`src/rtl/arb_pkg.sv`:
```
// Shared types and sizing for the four-way round-robin arbiter.
package arb_pkg;

  localparam int NUM_REQ = 4;
  localparam int ID_W    = 2;

  typedef enum logic {
    ARB_IDLE  = 1'b0,
    ARB_GRANT = 1'b1
  } arb_state_e;

endpackage

```
`src/rtl/rr_priority_encoder_4.sv`:
```
// Rotating priority encoder: first set request at or after ptr, wrapping mod 4.
module rr_priority_encoder_4
  import arb_pkg::*;
(
  input  logic [NUM_REQ-1:0] req,
  input  logic [ID_W-1:0]    ptr,
  output logic               found,
  output logic [ID_W-1:0]    idx,
  output logic [NUM_REQ-1:0] onehot
);

  logic [2*NUM_REQ-1:0] req_dbl;
  logic [NUM_REQ-1:0]   req_rot;
  logic [ID_W-1:0]      rot_idx;

  // Doubling the vector turns the rotate-right into a plain part-select.
  assign req_dbl = {req, req};
  assign req_rot = req_dbl[{1'b0, ptr} +: NUM_REQ];

  always_comb begin
    found   = 1'b0;
    rot_idx = '0;
    for (int i = NUM_REQ - 1; i >= 0; i--) begin
      if (req_rot[i]) begin
        found   = 1'b1;
        rot_idx = ID_W'(i);
      end
    end
  end

  assign idx    = rot_idx + ptr;
  assign onehot = found ? (NUM_REQ'(1) << idx) : '0;

endmodule

```
`src/rtl/rr_arbiter_4.sv`:
```
// Four-way round-robin arbiter with grant hold until release or hold-limit revoke.
//
//   state     | meaning
//   ARB_IDLE  | no owner; arbitrate among req starting at ptr
//   ARB_GRANT | one owner (grant_id); hold until release or hold limit
module rr_arbiter_4
  import arb_pkg::*;
#(
  parameter int MAX_HOLD = 15,
  parameter int CNT_W    = 4
)
(
  input  logic               clk,
  input  logic               rst_n,
  input  logic [NUM_REQ-1:0] req,
  output logic [NUM_REQ-1:0] grant,
  output logic [ID_W-1:0]    grant_id,
  output logic               grant_valid,
  output logic               timeout
);

  localparam logic [CNT_W-1:0] HOLD_LIMIT = CNT_W'(MAX_HOLD);
  localparam logic [CNT_W-1:0] CNT_ONE    = CNT_W'(1);
  localparam logic [CNT_W-1:0] CNT_MAX    = '1;

  arb_state_e          state_q, state_d;
  logic [ID_W-1:0]     ptr_q, ptr_d;
  logic [CNT_W-1:0]    hold_cnt_q, hold_cnt_d;
  logic [NUM_REQ-1:0]  grant_q, grant_d;
  logic [ID_W-1:0]     grant_id_q, grant_id_d;
  logic                timeout_q, timeout_d;

  logic                enc_found;
  logic [ID_W-1:0]     enc_idx;
  logic [NUM_REQ-1:0]  enc_onehot;

  rr_priority_encoder_4 u_enc (
    .req    (req),
    .ptr    (ptr_q),
    .found  (enc_found),
    .idx    (enc_idx),
    .onehot (enc_onehot)
  );

  always_ff @(posedge clk) begin
    if (!rst_n) begin
      state_q    <= ARB_IDLE;
      ptr_q      <= '0;
      hold_cnt_q <= '0;
      grant_q    <= '0;
      grant_id_q <= '0;
      timeout_q  <= 1'b0;
    end else begin
      state_q    <= state_d;
      ptr_q      <= ptr_d;
      hold_cnt_q <= hold_cnt_d;
      grant_q    <= grant_d;
      grant_id_q <= grant_id_d;
      timeout_q  <= timeout_d;
    end
  end

  always_comb begin
    state_d    = state_q;
    ptr_d      = ptr_q;
    hold_cnt_d = hold_cnt_q;
    grant_d    = grant_q;
    grant_id_d = grant_id_q;
    timeout_d  = 1'b0;

    case (state_q)
      ARB_IDLE: begin
        if (enc_found) begin
          state_d    = ARB_GRANT;
          grant_d    = enc_onehot;
          grant_id_d = enc_idx;
          ptr_d      = enc_idx + 2'd1;
          hold_cnt_d = CNT_ONE;
        end
      end
      ARB_GRANT: begin
        if (!req[grant_id_q]) begin
          state_d    = ARB_IDLE;
          grant_d    = '0;
          grant_id_d = '0;
          hold_cnt_d = '0;
        end else if ((MAX_HOLD != 0) && (hold_cnt_q == HOLD_LIMIT)) begin
          // ptr already points past the owner, so it re-competes last.
          state_d    = ARB_IDLE;
          grant_d    = '0;
          grant_id_d = '0;
          hold_cnt_d = '0;
          timeout_d  = 1'b1;
        end else if (hold_cnt_q != CNT_MAX) begin
          hold_cnt_d = hold_cnt_q + CNT_ONE;
        end
      end
      default: begin
        state_d    = ARB_IDLE;
        grant_d    = '0;
        grant_id_d = '0;
      end
    endcase
  end

  assign grant       = grant_q;
  assign grant_id    = grant_id_q;
  assign grant_valid = |grant_q;
  assign timeout     = timeout_q;

endmodule

```
`config.mk`:
```
export PLATFORM = sky130hd
export DESIGN_NAME = rr_arbiter_4
export DESIGN_NICKNAME = d
export VERILOG_FILES = /design/src/rtl/arb_pkg.sv /design/src/rtl/rr_priority_encoder_4.sv /design/src/rtl/rr_arbiter_4.sv
export SDC_FILE = /design/constraint.sdc
export NUM_CORES = 1
export LEC_CHECK = 0
export BUFFER_PORTS_ARGS = -buffer_cell sky130_fd_sc_hd__buf_2
export CAP_MARGIN = 20
export CORE_MARGIN = 2
export CORE_UTILIZATION = 50
export DETAILED_ROUTE_END_ITERATION = 10
export PLACE_DENSITY = 0.79
export SKIP_LAST_GASP = 1
export SYNTH_ARGS = -nofsm -noshare
export SYNTH_HDL_FRONTEND = slang
export SYNTH_HIERARCHICAL = 1
export SYNTH_SLANG_ARGS = --single-unit
```
`constraint.sdc`:
```
create_clock -name clk -period 4.1 [get_ports clk]
set_input_delay 1.23 -clock clk [delete_from_list [all_inputs] [get_ports clk]]
set_output_delay 1.23 -clock clk [all_outputs]
set_load 0.01 [all_outputs]
```
After elaboration in Yosys (flattened, before gate mapping). Cells that the tools add are included.

Bits of input ports: 6. Output and inout bits: 8. Flip-flop bits (word level): 14.

Reduce and logical (&&, ||, !) cells: 5. Shift operators: 2. Muxes and demuxes: 28. $add $sub $neg: 3. Eq/ne operators: 5. Bitwise operators: 1. Order comparisons: 1.

Operators with widths (number): 4-bit 2-to-1 mux (7); 4-bit one-hot mux with 2 select lines (2); 2-bit 2-to-1 mux (7); 1-bit 2-to-1 mux (9); 8-bit by 3-bit indexed part select with 4-bit output (1); 2-bit AND reduction (3); 4-bit by 1-bit adder with 4-bit output, second input constant (1); 4-bit equality test, second input constant (1); 4-bit by 2-bit inequality test with 1-bit output, second input constant (1); 4-bit inequality test, second input constant (1); 2-bit one-hot mux with 2 select lines (1); 4-bit OR reduction (1); 1-bit by 2-bit << shifter with 4-bit output, first input constant (1); 2-bit by 3-bit < comparator with 1-bit output, second input constant (1); 3-bit by 2-bit inequality test with 1-bit output, second input constant (1); 3-bit AND reduction (1); 2-bit by 1-bit adder with 2-bit output, second input constant (1); 2-bit adder (1); 1-bit binary-select mux with 2-bit select (1); 2-bit inequality test, second input constant (1); 1-bit one-hot mux with 2 select lines (1); 1-bit inverter (1).

Depth between registers and ports, before layout. Gate-level depths: netlist (run 1).

Word-level depth: 9. Gate-level depth with buffers: 11.

Modules after synthesis. The synthesis (run 1) kept the hierarchy.

By module, submodules not included: rr_arbiter_4 (area an instance 609.3 um^2, cells an instance 66, seq. area each 280.3 um^2, times used 1); rr_priority_encoder_4 (area an instance 321.6 um^2, cells an instance 41, seq. area each 0.0 um^2, times used 1).

Worst setup path after synthesis (run 1). Ideal clock, no wire load.

Path kind: input -> register. From: input req[0]. To: register grant_q[2] (netlist: grant[2]). Path buffers: 1. Slack: 1045 ps. Arrival time: 2974 ps. Stages on the path: 9. Data required time: 4020 ps. Cell sequence: buf_6 > or4_2 > nand3_1 > ha_1 > nor2_1 > nand2_1 > mux2i_1 > a21oi_1 > a211oi_2.

Longest elaborated chain between the ends: 9. Elaborated cells between the ends (all ways): 19. Classes of those cells: add/sub: 1; eq/ne: 2; shift: 2; mux: 13; reduce/logical: 1.

Ends and longest elaborated chain: start, declared (line rr_arbiter_4.sv:15) `input logic [NUM_REQ-1:0] req,`; 8-bit by 3-bit indexed part select with 4-bit output (*) (line rr_priority_encoder_4.sv:18) `assign req_rot = req_dbl[{1'b0, ptr} +: NUM_REQ];`; 2-bit 2-to-1 mux (3 in a row) (line rr_priority_encoder_4.sv:24) `if (req_rot[i]) begin`; 2-bit 2-to-1 mux (*) (line rr_priority_encoder_4.sv:24); 2-bit adder (*) (line rr_priority_encoder_4.sv:31) `assign idx = rot_idx + ptr;`; via enc_idx[0] (line rr_arbiter_4.sv:34) `logic [ID_W-1:0] enc_idx;`; 1-bit by 2-bit << shifter with 4-bit output (*) (line rr_priority_encoder_4.sv:32) `assign onehot = found ? (NUM_REQ'(1) << idx) : '0;`; via enc_onehot[2] (line rr_arbiter_4.sv:35) `logic [NUM_REQ-1:0] enc_onehot;`; 4-bit 2-to-1 mux (*) (line rr_arbiter_4.sv:73) `if (enc_found) begin`; 4-bit one-hot mux with 2 select lines (*) (line rr_arbiter_4.sv:71) `case (state_q)`; end signal, assigned (line rr_arbiter_4.sv:57) `grant_q <= grant_d;`; end, declared (line rr_arbiter_4.sv:29) `logic [NUM_REQ-1:0] grant_q, grant_d;`.

Mark *: on every way through the listed nets, which the timed path passes. The rest lies on a longest branch. The select of a mux whose other input is x is not followed. A chain may end at the register's enable or synchronous reset.

Worst setup path after layout (run 1).
From: input req[0]. To: register grant_q[3] (netlist: grant[3]).

Longest elaborated chain between the ends: 9. Elaborated cells between the ends (all ways): 19. Classes of those cells: add/sub: 1; eq/ne: 2; shift: 2; mux: 13; reduce/logical: 1.

Ends and longest elaborated chain (line): 8-bit by 3-bit indexed part select with 4-bit output (*) (rr_priority_encoder_4.sv:18); 2-bit 2-to-1 mux (3 in a row) (rr_priority_encoder_4.sv:24); 2-bit 2-to-1 mux (*) (rr_priority_encoder_4.sv:24); 2-bit adder (*) (rr_priority_encoder_4.sv:31); 1-bit by 2-bit << shifter with 4-bit output (*) (rr_priority_encoder_4.sv:32); via enc_onehot[3] (rr_arbiter_4.sv:35); 4-bit 2-to-1 mux (*) (rr_arbiter_4.sv:73); 4-bit one-hot mux with 2 select lines (*) (rr_arbiter_4.sv:71).

Marks and branches as above.

==> metrics.csv, run 1 <==
stage,metric,value,unit
detailed_routing,DRC viols,0,
timing,Worst slew margin,30.7,%
timing,"Setup violations, final",0,
setup_path,Critical Path AT,3.20,ns
global_route,largest net degree at the start of global routing,18,
timing,Worst Clk Skew,0.00222,ns
timing,RSZ-0062 raised after global routing,no,
cts,# Post-CTS Setup Buffers,0,
floorplan,Die Ht,47.2,µm
global_route,global route overflow,0,
cts,clk sinks,14,
detailed_routing,vias per cell,5.48,
cts,Worst-path clk slew,0.08,ns
setup_path,Critical Path End Type,flip-flop,
floorplan,Core Area,0.00175,mm²
place,"worst slack, placed",0.809,ns
layout,"commonest non-fill, non-tap cell in the layout",nand2_1,
status,status,"finished, final reports clean",
floorplan,Initial Util,53.3,%
timing,worst hold margin,0.527,ns
setup_path,critical path launch point type,input pin,
synth,Async SR Flop Fraction,0,%
setup_path,Crit Path Category,in2reg,
timing,"Period Utilization, post-route",73.3,%
synth,Yosys warning count,6,
layout,# fillers,163,
synth,top_reg_cell synth,dfxtp_1,
timing,pins over their slew limit,0,
cts,post_cts resized,0,
synth,Gate Count Post-Synth,107,
setup_path,Worst EP required,4.29,ns
detailed_routing,Starting DRT DRC Count,10,
detailed_routing,routed via count,783,
place,PortBufs,13,
floorplan,# IOs,14,
job,MaxCap Viol Count,0,
place,gpl congestion,0.816,
detailed_routing,post-DR wirelength/cell,11.9,µm
cts,CTS buffer count,3,
synth,distinct cell type count after synthesis,42,
place,DP Cell Count,139,
synth,"EDFF count, synth",0,
layout,final cell count without fillers,143,
synth,Post-Syn Nets,115,
synth,Post-Syn Area,931,µm²
power,Pwr Density,573,mW/mm²
detailed_routing,Final ANT Viol Nets,0,
floorplan,DIE WIDTH,47.2,µm
global_route,global-route wire length before repair,2810,µm
cts,root buffer cell,clkbuf_4,
cts,worst-skew pair later-pin latency,0.27,ns
layout,most frequent cells in the layout,"15 x nand2_1, 14 x dfxtp_1, 13 x buf_2, 8 x mux2i_1",
setup_path,critical path peak fanout,9,
floorplan,die area,0.00222,mm²
power,leakage power,0.000397,µW
global_route,vias in the first global route,695,
layout,ant diodes,0,
synth,sequential share of the synthesized area,30.1,%
timing,Fin. Hold Viols,0,
layout,share of cells above drive strength 1,22.0,%
global_route,GRT Resource Usage Total,17.7,%
place,post-DP HPWL,1300,µm
timing,worst slew pin tran,1.04,ns
detailed_routing,final wirelength,1700,µm
timing,worst setup margin,1.09,ns
global_route,initial antenna violation count,0,
cts,clk buf depth,2,
cts,Post-CTS Hold Buffers,0,
timing,Tmin final,3.01,ns
cts,# H-tree levels,1,
synth,syn avg cell area,8.70,µm²
synth,synthesized flop and latch total,14,
floorplan,Cell Rows,15,
cts,TritonCTS clock tree,done,
timing,Setup TNS Final,0,ns
min_path,Hold WC Path Type,reg2reg,
power,Worst VDD drop,261,µV
detailed_routing,DR pass1 iterations,4,
timing,Max Freq,333,MHz
layout,nets,127,
layout,P&R area growth vs syn,8.74,%
cell families after synthesis:
family	count (synthesis)	synth area share, %
AOI/OAI and AO/OA	27	23.0
xor gates and xnor gates	5	4.71
adders and majority gates	2	2.69
buffers and inverters	9	6.72
DFF	14	30.1
muxes	8	8.60
and+or+nand+nor	42	24.2
area by class of cell:
type | count | area (µm²) | share of cell area (%)
clock buffer | 4 | 36.3 | 3.58
inverter | 3 | 11.3 | 1.11
multi-input combinational | 84 | 588 | 58.1
sequential | 14 | 280 | 27.7
tap | 25 | 31.3 | 3.09
timing repair buffer | 13 | 65.1 | 6.43
Yosys cell counts, drive strengths merged (3+ instances only):
| master | number | area [µm²] |
|---|---|---|
| a211oi | 6 | 50.1 |
| a21oi | 7 | 38.8 |
| buf | 6 | 51.3 |
| dfxtp | 14 | 280 |
| mux2i | 8 | 80.1 |
| nand2 | 15 | 56.3 |
| nand2b | 3 | 18.8 |
| nor2 | 6 | 22.5 |
| o21ai | 4 | 23.8 |
| or4 | 3 | 27.5 |
| xnor2 | 3 | 26.3 |
metal layers:
layer | routed length (µm) | GRT usage (%) | up-vias
met5 | 0 | 0 | -
met4 | 12 | 6.67 | 0
met3 | 41 | 2.31 | 2
met2 | 839 | 31.8 | 9
met1 | 803 | 21.3 | 358
li1 | - | - | 414
path summary, 6_finish.rpt:
| check | endpoint | start | slack, ns | cells after the start |
|---|---|---|---|---|
| min reg2reg | grant[0] | grant[0] | 0.53 | 2 |
| max | grant[3] | req[0] | 1.09 | 9 |
| min | grant[0] | grant[0] | 0.53 | 2 |
| max reg2reg | grant[3] | ptr_q[0] | 1.78 | 8 |
registers in the layout (all words and copies together) (netlist names):
register    cells
grant           4
grant_id        2
hold_cnt_q      4
ptr_q           2
state_q         1
timeout         1
through the flow:
stage                     area, µm²  power (µW)  utilization, %
after floorplan                 931         440               -
after global placement          976         475            55.9
after detailed placement        976         486            55.9
after CTS                      1010         584            58.0
after global routing           1010         633            58.0
final                          1010         580            58.0
critical path, stage by stage:
cell and delay, ns:
buf_2 0.15, or4_2 0.66, nand3_1 0.09, ha_1 0.19, xnor2_1 0.21, nand2_1 0.11
mux2i_1 0.21, a21oi_1 0.09, a211oi_1 0.24
power by group:
group / switching (µW) / internal, µW / leakage (µW) / total [µW]
clock: 43.7 / 54.0 / 0.0000210 / 97.7
combinational: 160 / 132 / 0.000261 / 291
sequential: 32.5 / 159 / 0.000114 / 191
total: 236 / 344 / 0.000397 / 580
Power figures use the tool's default switching activity.
==> run 2, diff against run 1 <==
--- a/config.mk
+++ b/config.mk
@@ -8,9 +8,9 @@
 export BUFFER_PORTS_ARGS = -buffer_cell sky130_fd_sc_hd__buf_2
 export CAP_MARGIN = 20
 export CORE_MARGIN = 2
-export CORE_UTILIZATION = 50
+export CORE_UTILIZATION = 49
 export DETAILED_ROUTE_END_ITERATION = 10
-export PLACE_DENSITY = 0.79
+export PLACE_DENSITY = 0.81
 export SKIP_LAST_GASP = 1
 export SYNTH_ARGS = -nofsm -noshare
 export SYNTH_HDL_FRONTEND = slang
==> constraint.sdc (replaced) <==
create_clock -name clk -period 2.74 [get_ports clk]
set_input_delay 0.822 -clock clk [delete_from_list [all_inputs] [get_ports clk]]
set_output_delay 0.822 -clock clk [all_outputs]
set_load 0.01 [all_outputs]
==> metrics.csv, run 2 (synthesis gave the netlist of run 1 again) <==
stage,metric,value,unit,change
place,PortBufs,13,,unchanged
timing,"Setup violations, final",0,,unchanged
setup_path,Critical Path AT,2.72,ns,was 3.20 ns
cts,# Post-CTS Setup Buffers,0,,unchanged
floorplan,# IOs,14,,unchanged
cts,# H-tree levels,1,,unchanged
timing,Tmin final,2.53,ns,
timing,RSZ-0062 raised after global routing,no,,unchanged
layout,final instance area,0.00106,mm²,was 0.00101 mm²
setup_path,Critical Path End Type,flip-flop,,unchanged
layout,share of cells above drive strength 1,26.4,%,was 22.0%
setup_path,FF-to-FF Start,ptr_q[0],,unchanged
cts,post_cts resized,0,,unchanged
timing,pins over their slew limit,0,,unchanged
layout,"commonest non-fill, non-tap cell in the layout",nand2_1,,unchanged
cts,Post-CTS Hold Buffers,0,,unchanged
floorplan,Die Ht,47.6,µm,was 47.2 µm
min_path,Hold Startpoint,grant[0],,unchanged
detailed_routing,routed via count,799,,was 783
cts,root buffer cell,clkbuf_4,,unchanged
timing,worst hold margin,0.540,ns,was 0.527 ns
setup_path,critical path launch point type,input pin,,unchanged
detailed_routing,Starting DRT DRC Count,23,,was 10
global_route,GRT Resource Usage Total,17.7,%,about the same
min_path,worst hold path endpoint,grant[0],,unchanged
timing,Fin. Hold Viols,0,,unchanged
layout,P&R area growth vs syn,14.4,%,was 8.74%
setup_path,Worst EP required,2.94,ns,was 4.29 ns
timing,Max Freq,396,MHz,
global_route,initial antenna violation count,0,,unchanged
floorplan,DIE WIDTH,47.6,µm,was 47.2 µm
detailed_routing,vias per cell,5.33,,was 5.48
cts,TritonCTS clock tree,done,,unchanged
cts,Worst-path clk slew,0.08,ns,about the same
detailed_routing,DRC viols,0,,unchanged
timing,worst slew pin tran,1.04,ns,about the same
global_route,largest net degree at the start of global routing,18,,unchanged
status,status,"finished, final reports clean",,unchanged
cts,CTS buffer count,3,,unchanged
power,Pwr Density,858,mW/mm²,was 573 mW/mm²
power,Worst VDD drop,521,µV,was 261 µV
layout,ant diodes,0,,unchanged
floorplan,Initial Util,52.8,%,was 53.3%
power,leakage power,0.000431,µW,was 0.000397 µW
setup_path,R2R Setup Slk,0.42,ns,was 1.78 ns
cts,clk buf depth,2,,unchanged
global_route,global-route wire length before repair,2840,µm,was 2810 µm
cts,worst-skew pair later-pin latency,0.28,ns,was 0.27 ns
setup_path,Reg-to-Reg End,grant[3],,unchanged
setup_path,Crit Path Category,in2reg,,unchanged
place,post-DP HPWL,1350,µm,was 1300 µm
layout,most frequent cells in the layout,"15 x nand2_1, 14 x dfxtp_1, 13 x buf_2, 8 x mux2i_1, 7 x buf_4",,"was 15 x nand2_1, 14 x dfxtp_1, 13 x buf_2, 8 x mux2i_1"
layout,fin util,60.4,%,was 58.0%
floorplan,Cell Rows,15,,unchanged
timing,Worst Clk Skew,0.00564,ns,was 0.00222 ns
cts,clk sinks,14,,unchanged
detailed_routing,post-DR wirelength/cell,12.0,µm,was 11.9 µm
detailed_routing,DR pass1 iterations,3,,was 4
detailed_routing,final wirelength,1800,µm,was 1700 µm
setup_path,Reg2Reg Depth,10,,was 8
layout,nets,134,,was 127
global_route,vias in the first global route,679,,was 695
layout,# fillers,167,,was 163
setup_path,critical path peak fanout,3,,was 9
min_path,Hold Crit Depth,2,,unchanged
timing,worst setup margin,0.214,ns,was 1.09 ns
place,Post-DP Area,0.00103,mm²,was 976 µm²
floorplan,Core Area,0.00176,mm²,was 0.00175 mm²
global_route,global route overflow,0,,unchanged
timing,"Period Utilization, post-route",92.2,%,
place,gpl congestion,0.754,,was 0.816
floorplan,die area,0.00226,mm²,was 0.00222 mm²
place,"worst slack, placed",-0.0432,ns,was 0.809 ns
job,MaxCap Viol Count,0,,unchanged
min_path,Hold WC Path Type,reg2reg,,unchanged
detailed_routing,Final ANT Viol Nets,0,,unchanged
timing,Worst slew margin,30.7,%,about the same
[run 2: cell count changes in the layout (fill, tap and decap cells not counted), sizes merged]
cell / before / now
buf: 13 / 20
[run 2: final cells by class]
class | instances | area [µm²] | area share (%)
multi-input cells | 84 | 588 | 55.2
flip-flops and latches | 14 | 280 | 26.3
repair buffers | 20 | 118 | 11.0
clock buffers | 4 | 36.3 | 3.41
well taps | 25 | 31.3 | 2.94
inverters | 3 | 11.3 | 1.06
[run 2: power by group]
part,internal [µW],leakage (µW),total [µW],switching (µW)
Clock,80.8,0.0000210,148,67.0
Sequential,238,0.000114,286,48.1
Combinational,229,0.000295,480,251
Total,547,0.000431,914,367
[run 2: per-layer routing]
metal	up-vias	GRT usage, %	share of wire [%]
met5	-	0	0
met4	0	6.49	1.3
met3	4	3.40	1.3
met2	4	28.9	48
met1	364	23.2	49
li1	427	-	-
[run 2: how the worst max path moves through the flow]
| stage | startpoint | end | slack, ns |
|---|---|---|---|
| floorplan | req[0] | grant[2] | 0.09 |
| global placement | req[0] | grant[0] | -0.03 |
| detailed placement | req[0] | grant[3] | -0.04 |
| CTS | req[0] | grant[3] | 0.25 |
| global route | req[2] | grant[3] | 0.05 |
| finish | req[0] | grant[3] | 0.21 |
[run 2: worst max-delay path: stages]
cell and delay [ns]:
buf_2 0.10, or4_2 0.65, nand3_1 0.09, ha_1 0.19, xnor2_1 0.19, nand2_1 0.11, mux2i_1 0.24, a21oi_1 0.10
a211oi_1 0.22
[run 2: per-stage QoR]
step           instances  power, µW  setup TNS (ns)
2_1_floorplan        107        659               0
3_3_place_gp         146        750         -0.0371
3_5_place_dp         146        769          -0.136
4_1_cts              150        920               0
5_1_grt              150        989               0
6_report             150        914               0
==> run 3, diff against run 2 <==
--- a/config.mk
+++ b/config.mk
@@ -11,6 +11,7 @@
 export CORE_UTILIZATION = 49
 export DETAILED_ROUTE_END_ITERATION = 10
 export PLACE_DENSITY = 0.81
+export RECOVER_POWER = 50
 export SKIP_LAST_GASP = 1
 export SYNTH_ARGS = -nofsm -noshare
 export SYNTH_HDL_FRONTEND = slang
==> constraint.sdc (replaced) <==
create_clock -name clk -period 2.74 [get_ports clk]
set_input_delay 0.548 -clock clk [delete_from_list [all_inputs] [get_ports clk]]
set_output_delay 0.548 -clock clk [all_outputs]
set_load 0.01 [all_outputs]
==> metrics.csv, run 3 (synthesis gave the netlist of run 1 again) <==
stage,metric,value,unit,change
setup_path,FF-to-FF Start,ptr_q[0],,unchanged
min_path,Hold Startpoint,rst_n,,was grant[0]
power,Pwr Total,874,µW,was 914 µW
timing,worst hold margin,0.533,ns,was 0.540 ns
floorplan,Die Ht,47.6,µm,unchanged
timing,Setup TNS Final,0,ns,unchanged
setup_path,Crit Path Category,in2reg,,unchanged
layout,P&R area growth vs syn,6.59,%,was 14.4%
detailed_routing,post-DR wirelength/cell,12.8,µm,was 12.0 µm
power,Pwr Density,881,mW/mm²,was 858 mW/mm²
setup_path,critical path launch point type,input pin,,unchanged
setup_path,Critical Path End Type,flip-flop,,unchanged
cts,root buffer cell,clkbuf_4,,unchanged
status,status,"finished, final reports clean",,unchanged
place,post-DP HPWL,1370,µm,was 1350 µm
setup_path,crit-path max cell delay,0.69,ns,was 0.65 ns
setup_path,Reg2Reg Depth,10,,unchanged
floorplan,Core Area,0.00176,mm²,unchanged
cts,TritonCTS clock tree,done,,unchanged
job,MaxCap Viol Count,0,,unchanged
setup_path,CP bufs+invs,1,,unchanged
setup_path,Reg-to-Reg End,grant[3],,unchanged
layout,nets,127,,was 134
min_path,Hold WC Path Type,in2reg,,was reg2reg
timing,"Period Utilization, post-route",87.4,%,was 92.2%
cts,post_cts resized,0,,unchanged
global_route,global-route wire length before repair,2980,µm,was 2840 µm
cts,clk sinks,14,,unchanged
timing,Tmin final,2.39,ns,was 2.53 ns
layout,ant diodes,0,,unchanged
cts,Worst-path clk slew,0.08,ns,about the same
floorplan,Cell Rows,15,,unchanged
cts,clk buf depth,2,,unchanged
timing,Worst Clk Skew,0.00249,ns,was 0.00564 ns
detailed_routing,routed via count,785,,was 799
setup_path,Critical Path AT,2.60,ns,was 2.72 ns
min_path,worst hold path endpoint,state_q,,was grant[0]
power,Worst VDD drop,355,µV,was 521 µV
setup_path,Worst EP required,2.95,ns,was 2.94 ns
global_route,largest net degree at the start of global routing,18,,unchanged
timing,pins over their slew limit,0,,unchanged
floorplan,Initial Util,52.8,%,unchanged
cts,# Post-CTS Setup Buffers,0,,unchanged
cts,worst-skew pair later-pin latency,0.28,ns,about the same
global_route,vias in the first global route,700,,was 679
global_route,global route overflow,0,,unchanged
timing,RSZ-0062 raised after global routing,no,,unchanged
cts,Post-CTS Hold Buffers,0,,unchanged
floorplan,DIE WIDTH,47.6,µm,unchanged
setup_path,crit path cell chain,"clkbuf_1, or4_2, nand3_1, ha_1, nor2_1, nand2_1, mux2i_1, a21oi_1, a211oi_2",,"was buf_2, or4_2, nand3_1, ha_1, xnor2_1, nand2_1, mux2i_1, a21oi_1, a211oi_1"
timing,worst slew pin tran,1.02,ns,was 1.04 ns
timing,Worst slew margin,31.7,%,was 30.7%
layout,final cell count without fillers,143,,was 150
place,gpl congestion,0.875,,was 0.754
setup_path,"delay-heaviest family, CP",simple AND/OR/NAND/NOR gates,,unchanged
place,PortBufs,13,,unchanged
global_route,GRT Resource Usage Total,18.6,%,was 17.7%
timing,"Setup violations, final",0,,unchanged
layout,share of cells above drive strength 1,13.6,%,was 26.4%
floorplan,die area,0.00226,mm²,unchanged
cts,CTS buffer count,3,,unchanged
detailed_routing,final wirelength,1830,µm,was 1800 µm
setup_path,R2R Setup Slk,0.38,ns,was 0.42 ns
power,leakage power,0.000362,µW,was 0.000431 µW
global_route,initial antenna violation count,0,,unchanged
layout,fin util,56.2,%,was 60.4%
place,DP Cell Count,139,,was 146
detailed_routing,vias per cell,5.49,,was 5.33
timing,Max Freq,418,MHz,was 396 MHz
detailed_routing,Final ANT Viol Nets,0,,unchanged
cts,# H-tree levels,1,,unchanged
detailed_routing,DRC viols,0,,unchanged
setup_path,critical path peak fanout,9,,was 3
timing,Fin. Hold Viols,0,,unchanged
detailed_routing,DR pass1 iterations,4,,was 3
detailed_routing,Starting DRT DRC Count,18,,was 23
setup_path,CP max stage cell,or4_2,,unchanged
floorplan,# IOs,14,,unchanged
layout,most frequent cells in the layout,"15 x nand2_1, 14 x dfxtp_1, 8 x mux2i_1, 8 x clkbuf_1, 7 x a21oi_1",,"was 15 x nand2_1, 14 x dfxtp_1, 13 x buf_2, 8 x mux2i_1, 7 x buf_4"
min_path,Hold Crit Depth,2,,unchanged
layout,"commonest non-fill, non-tap cell in the layout",nand2_1,,unchanged
==> run 3: changes by cell type in the layout (fill, tap and decap cells not counted), sizes merged <==
cell / delta
buf: -15
clkbuf: +8
==> run 3: per-stage QoR <==
stage	setup slack, ns	cell area [µm²]
floorplan	0.367	931
global placement	0.190	976
detailed placement	0.0944	976
CTS	0.379	1010
global route	0.197	992
finish	0.346	992
==> run 3: how the worst max path moves through the flow <==
stage,from,to,depth (start not counted)
after floorplan,req[0],grant[2],9
after global placement,req[0],grant[0],9
after detailed placement,req[0],grant[2],9
after CTS,ptr_q[0],grant[2],8
after global routing,req[0],grant[0],9
final,req[0],grant[2],9
==> run 3: layout make-up <==
cell class                      instances  area [µm²]
Tap cell                               25        31.3
Multi-Input combinational cell         84         578
Timing Repair Buffer                   13        55.1
Sequential cell                        14         280
Clock buffer                            4        36.3
Inverter                                3        11.3
Fill cell                             182         772
==> run 3: power breakdown <==
group	internal (µW)	leakage (µW)	switching (µW)	total, µW
clock network	80.9	0.0000210	67.6	148
registers	238	0.000114	50.6	288
logic	190	0.000226	247	437
==> run 3: routing by layer <==
layer / up-vias / part of all wire, % / global-route usage [%]
met1: 363 / 45 / 22.8
li1: 410 / - / -
met3: 4 / 2.7 / 5.66
met5: - / 0 / 0
met4: 0 / 1.6 / 3.78
met2: 8 / 51 / 32.4
